## src/rtl/control_busqueda_pkg.sv

```systemverilog
// Types, widths and the fetch-address legality rule used by the fetch
// sequencer and its byte assembler.
package control_busqueda_pkg;

  localparam int INSTR_W         = 32;
  localparam int BYTE_W          = 8;
  localparam int BYTES_PER_INSTR = 4;

  typedef enum logic [1:0] {
    ST_IDLE,
    ST_FETCH,
    ST_HOLD,
    ST_FAULT
  } estado_t;

  // Word aligned and the whole word lies inside memory.
  function automatic logic legal_pc(input logic [31:0] pc, input logic [31:0] mem_bytes);
    return (pc[1:0] == 2'b00) && (pc <= mem_bytes - 32'(BYTES_PER_INSTR));
  endfunction

endpackage

```

## src/rtl/control_busqueda_ensamblador_bytes.sv

```systemverilog
// Shifts in one byte per cycle and presents the 32-bit big-endian word
// formed by the three buffered bytes plus the byte arriving this cycle.
module ensamblador_bytes
  import control_busqueda_pkg::*;
(
  input  logic               i_clk,
  input  logic               i_rst_n,
  input  logic               i_clr,
  input  logic               i_shift,
  input  logic [BYTE_W-1:0]  i_byte,
  output logic [1:0]         o_cnt,
  output logic [INSTR_W-1:0] o_word,
  output logic               o_last
);

  logic [INSTR_W-BYTE_W-1:0] r_buf;
  logic [1:0]                r_cnt;

  always_ff @(posedge i_clk or negedge i_rst_n) begin
    if (!i_rst_n) begin
      r_buf <= '0;
      r_cnt <= '0;
    end else if (i_clr) begin
      r_buf <= '0;
      r_cnt <= '0;
    end else if (i_shift) begin
      r_buf <= {r_buf[INSTR_W-2*BYTE_W-1:0], i_byte};
      r_cnt <= r_cnt + 2'd1;
    end
  end

  assign o_cnt  = r_cnt;
  assign o_word = {r_buf, i_byte};
  assign o_last = (r_cnt == 2'd3);

endmodule

```

## src/rtl/control_busqueda.sv

```systemverilog
// Instruction-fetch sequencer: owns the PC, reads four bytes per instruction
// from a byte-wide memory and hands the word to decode with valid/ready.
module control_busqueda
  import control_busqueda_pkg::*;
#(
  parameter logic [31:0] PC_RESET  = 32'h0000_0000,
  parameter int unsigned MEM_BYTES = 256
) (
  input  logic                clk,
  input  logic                rst_n,
  input  logic                en,
  output logic [31:0]         mem_addr,
  input  logic [BYTE_W-1:0]   mem_rdata,
  output logic                instr_valid,
  input  logic                instr_ready,
  output logic [INSTR_W-1:0]  instr,
  output logic [31:0]         instr_pc,
  input  logic                redirect_valid,
  input  logic [31:0]         redirect_pc,
  output logic                fault,
  output logic                busy
);

  localparam logic [31:0] LP_MEM = 32'(MEM_BYTES);

  estado_t              r_state, w_state_nxt;
  logic [31:0]          r_pc, w_pc_nxt, w_pc_inc;
  logic [INSTR_W-1:0]   r_instr;
  logic [31:0]          r_instr_pc;
  logic                 w_load, w_clr, w_shift, w_last;
  logic [1:0]           w_cnt;
  logic [INSTR_W-1:0]   w_word;

  ensamblador_bytes u_ensamblador (
    .i_clk   (clk),
    .i_rst_n (rst_n),
    .i_clr   (w_clr),
    .i_shift (w_shift),
    .i_byte  (mem_rdata),
    .o_cnt   (w_cnt),
    .o_word  (w_word),
    .o_last  (w_last)
  );

  assign w_pc_inc = r_pc + 32'd4;

  always_ff @(posedge clk or negedge rst_n) begin
    if (!rst_n) begin
      r_state    <= ST_IDLE;
      r_pc       <= PC_RESET;
      r_instr    <= '0;
      r_instr_pc <= '0;
    end else begin
      r_state <= w_state_nxt;
      r_pc    <= w_pc_nxt;
      if (w_load) begin
        r_instr    <= w_word;
        r_instr_pc <= r_pc;
      end
    end
  end

  always_comb begin
    w_state_nxt = r_state;
    w_pc_nxt    = r_pc;
    w_load      = 1'b0;
    w_clr       = 1'b0;
    w_shift     = 1'b0;
    // A redirect wins in every state, including FAULT, and also completes a
    // pending handshake in HOLD (pc takes the target rather than pc+4).
    if (redirect_valid) begin
      w_pc_nxt = redirect_pc;
      w_clr    = 1'b1;
      if (!legal_pc(redirect_pc, LP_MEM)) w_state_nxt = ST_FAULT;
      else                                w_state_nxt = en ? ST_FETCH : ST_IDLE;
    end else begin
      case (r_state)
        ST_IDLE: begin
          if (en) w_state_nxt = legal_pc(r_pc, LP_MEM) ? ST_FETCH : ST_FAULT;
        end
        ST_FETCH: begin
          w_shift = 1'b1;
          if (w_last) begin
            w_load      = 1'b1;
            w_state_nxt = ST_HOLD;
          end
        end
        ST_HOLD: begin
          if (instr_ready) begin
            w_pc_nxt = w_pc_inc;
            if (!legal_pc(w_pc_inc, LP_MEM)) w_state_nxt = ST_FAULT;
            else                             w_state_nxt = en ? ST_FETCH : ST_IDLE;
          end
        end
        ST_FAULT: ;
        default:  w_state_nxt = ST_IDLE;
      endcase
    end
  end

  assign mem_addr    = r_pc + {30'd0, w_cnt};
  assign instr_valid = (r_state == ST_HOLD);
  assign instr       = r_instr;
  assign instr_pc    = r_instr_pc;
  assign fault       = (r_state == ST_FAULT);
  assign busy        = (r_state == ST_FETCH);

endmodule

```

## config.mk

```make
export PLATFORM = sky130hd
export DESIGN_NAME = control_busqueda
export DESIGN_NICKNAME = d
export VERILOG_FILES = /design/src/rtl/control_busqueda_pkg.sv /design/src/rtl/control_busqueda_ensamblador_bytes.sv /design/src/rtl/control_busqueda.sv
export SDC_FILE = /design/constraint.sdc
export NUM_CORES = 1
export LEC_CHECK = 0
export CAP_MARGIN = 10
export CORE_ASPECT_RATIO = 1.5
export CORE_UTILIZATION = 30
export CTS_BUF_LIST = sky130_fd_sc_hd__clkbuf_8
export DETAILED_ROUTE_END_ITERATION = 8
export PLACE_DENSITY = 0.59
export SYNTH_ARGS = -nofsm -noshare
export SYNTH_HDL_FRONTEND = slang
export SYNTH_HIERARCHICAL = 1
export SYNTH_SLANG_ARGS = --single-unit
```

## constraint.sdc

```tcl
create_clock -name clk -period 2.8 [get_ports clk]
set_clock_uncertainty 0.1 [all_clocks]
set_input_delay 0.28 -clock clk [delete_from_list [all_inputs] [get_ports clk]]
set_output_delay 0.28 -clock clk [all_outputs]
set_load 0.03 [all_outputs]
```

==> flow_metrics.py <==
metrics = {
    "status": {
        "status": "complete, no violations",
    },
    "worst_setup_path": {
        "path_class": "reg2out",
        "crit_family": "simple AND/OR/NAND/NOR gates",
        "critPathMaxStageDelay_ns": 0.43,
        "endpoint_kind": "output pin",
        "critPathBufInv": 2,
        "crit_path_start_kind": "flip-flop",
        "arrival_ns": 2.38,
        "required_ns": 2.42,
        "cp_max_fo": 4,
        "crit_slowest_cell": "dfrtp_2",
        "cpMostUsedCell": "nor2_1",
        "crit_chain": "ha_4, nand4_1, nor2_1, buf_4, nand3_1, nor2_1, xor2_2, buf_12",
    },
    "synthesis": {
        "synth_compound_area_frac": 0.0545,
        "yosys.area_share.simple": 0.177,
        "ys_ff_latch": 124,
        "yosysWarnings": 6,
        "yosysMostFrequentCell": "dfrtp_1",
        "synthArstFlopShare": 1.00,
        "synth_xor_area_frac": 0.0830,
        "yosysTopAreaCell": "dfrtp_1",
        "synth-edff-count": 0,
        "synth_top_family_by_area": "simple AND/OR/NAND/NOR gates",
        "synth-main-ff-cell": "dfrtp_1",
        "synth_adder_area_share": 0.0196,
        "syn_area_per_cell_sq_um": 10.2,
        "ys_top_cells_by_area": "dfrtp_1 46%, mux2_2 11%, xnor2_1 4.5%, mux2i_1 4.0%, xor2_1 3.8%",
        "synth.distinct_cells": 51,
        "synth_cells": 664,
        "seq_area_frac_synth": 0.459,
        "syn_nets": 719,
        "synth_common_cells": "124 x dfrtp_1, 67 x nand2_1, 65 x mux2_2, 64 x nor2_1, 36 x o21ai_0",
        "synth_mux_area_frac": 0.148,
        "netlist_area_sq_mm": 0.00676,
        "synth_top_area_frac": 0.459,
    },
    "floorplan": {
        "num_io_pins": 144,
        "fp.dieH_um": 186,
        "die_x_um": 125,
        "die-area_sq_mm": 0.0231,
        "rows": 66,
        "core_area_sq_mm": 0.0219,
        "initial_core_util": 0.309,
    },
    "timing": {
        "rsz0062_at_grt": "yes",
        "max_clock_freq_ghz": 0.362,
        "maxSlewHeadroom": 0.560,
        "fin_crit_sh": 0.986,
        "min_period_ns": 2.76,
        "finalHoldViolCount": 0,
        "tightest_slew_ns": 0.660,
        "holdWs_ns": 0.220,
        "setup-tns-final_ns": 0,
        "slew_viol_final": 0,
        "setup_viol": 0,
    },
    "global_route": {
        "grt_pass1_vias": 5987,
        "grt_pass1_wl_um": 34000,
        "grt_overflow": 0,
        "grt_max_degree": 51,
        "antenna_found_initial": 0,
        "grtUsageTotal": 0.194,
    },
    "routing": {
        "num_vias": 5734,
        "drt_first_pass_iters": 5,
        "wl_per_cell_um": 19.3,
        "drt_wl_total_um": 22000,
        "drtIter0Drc": 223,
        "viasPerCell": 5.03,
        "postRouteAntennaNets": 0,
        "drc_errors": 0,
    },
    "power_and_ir_drop": {
        "vdd_ir_drop_max_uv": 312,
        "powerDensity_mw_per_mm2": 513,
        "power_mw": 4.89,
        "p_leak_nw": 4.17,
    },
    "place": {
        "port_buffers": 143,
        "hpwl_um": 16400,
        "gp_congestion": 0.954,
    },
    "layout": {
        "area_growth_pct": 41.2,
        "n_antenna_cell": 0,
        "nNetsFinal": 911,
        "drive_gt1_frac": 0.299,
        "post-route-util": 0.436,
    },
    "cts": {
        "cts_tree": "built",
        "clk_pin_slew_ns": 0.09,
        "cts_num_sinks": 124,
        "clock_path_buffers": 2,
        "clock_latency_ns": 0.46,
        "cts.htree.levels": 4,
        "clockRootBuffer": "clkbuf_8",
        "cts_buffers": 17,
    },
    "job": {
        "drv_cap": 0,
    },
    "worst_hold_path": {
        "hp-class": "in2reg",
    },
}
metrics by stage:
| stage | std cells | cell area [sq um] | setup WS [ns] |
|---|---|---|---|
| final | 1141 | 9540 | 0.0400 |
| after detailed placement | 1080 | 8750 | 0.165 |
| after CTS | 1132 | 9400 | -0.00437 |
| after global placement | 1080 | 8750 | 0.146 |
| after floorplan | 664 | 6760 | 0.344 |
| after global routing | 1141 | 9540 | -0.100 |
repair_timing:
item                                    CTS  global route
endpoints found under the setup margin   26            25
hold buffers                              1             0
pin swaps                                14            21
gates resized for setup                  36            26
buffers inserted                         19            11
hold endpoints to repair                 45             0
cell families after synthesis:
logic type      count (synthesis)
flops                         124
xor+xnor                       64
mux                            92
compound gates                 62
fa+ha+maj                      10
simple gates                  239
buf+inv                        73
layer usage:
layer,track usage,routed length (um),vias to the layer above
li1,-,-,2669
met4,0.0940,641,0
met3,0.0535,1200,42
met1,0.213,8520,2822
met5,0,0,-
met2,0.346,11600,201
cell usage in the layout, fill, tap and decap left out, types with 14 or more instances in the layout:
master           Yosys  routed
buf_4               13      98
dfrtp_1            124     121
o21ai_0             36      36
nand2_1             67      63
buf_12               2      14
nand4_1             20      20
xor2_1              29      28
xnor2_1             35      32
nand3_1             18      17
mux2i_1             27      27
nor4_1              19      15
mux2_2              65      65
clkdlybuf4s50_1      0     111
nor3_1              16      14
nor2_1              64      58
clkbuf_8             0      17
flip-flops by register name (all words and copies together) (netlist names):
register             flops
instr                   32
u_ensamblador/r_buf     24
r_state                  2
instr_pc                32
u_ensamblador/o_cnt      2
r_pc                    32
report_power, final:
group          total (mW)  switching [mW]  internal [mW]
combinational        1.36           0.775          0.585
sequential           1.99           0.105           1.88
clock                1.54           0.885          0.660
worst paths after layout:
path	start	endpoint	slack, ns	cells after the start
worst max-delay path	r_pc[2]	mem_addr[30]	0.04	8
worst min-delay path	redirect_valid	u_ensamblador/r_buf[12]	0.22	3
worst max register to register	r_pc[10]	r_state[1]	0.12	9
worst min register to register	instr_pc[11]	instr_pc[11]	0.39	2
max in group asynchronous	rst_n	u_ensamblador/r_buf[17]	1.48	3
min in group asynchronous	rst_n	r_pc[24]	0.29	2
area by class of cell:
class,instances,area [sq um]
Inverter,11,41.3
Timing Repair Buffer,235,2220
Multi-Input combinational cell,467,3450
Tap cell,272,340
Fill cell,2062,12300
Sequential cell,124,3110
Clock inverter,15,141
Clock buffer,17,234
tightest hold or removal path: stages:
cell	delay [ns]
buf_2	0.13
buf_4	0.21
nor2_1	0.11
Power figures use the tool's default switching activity.
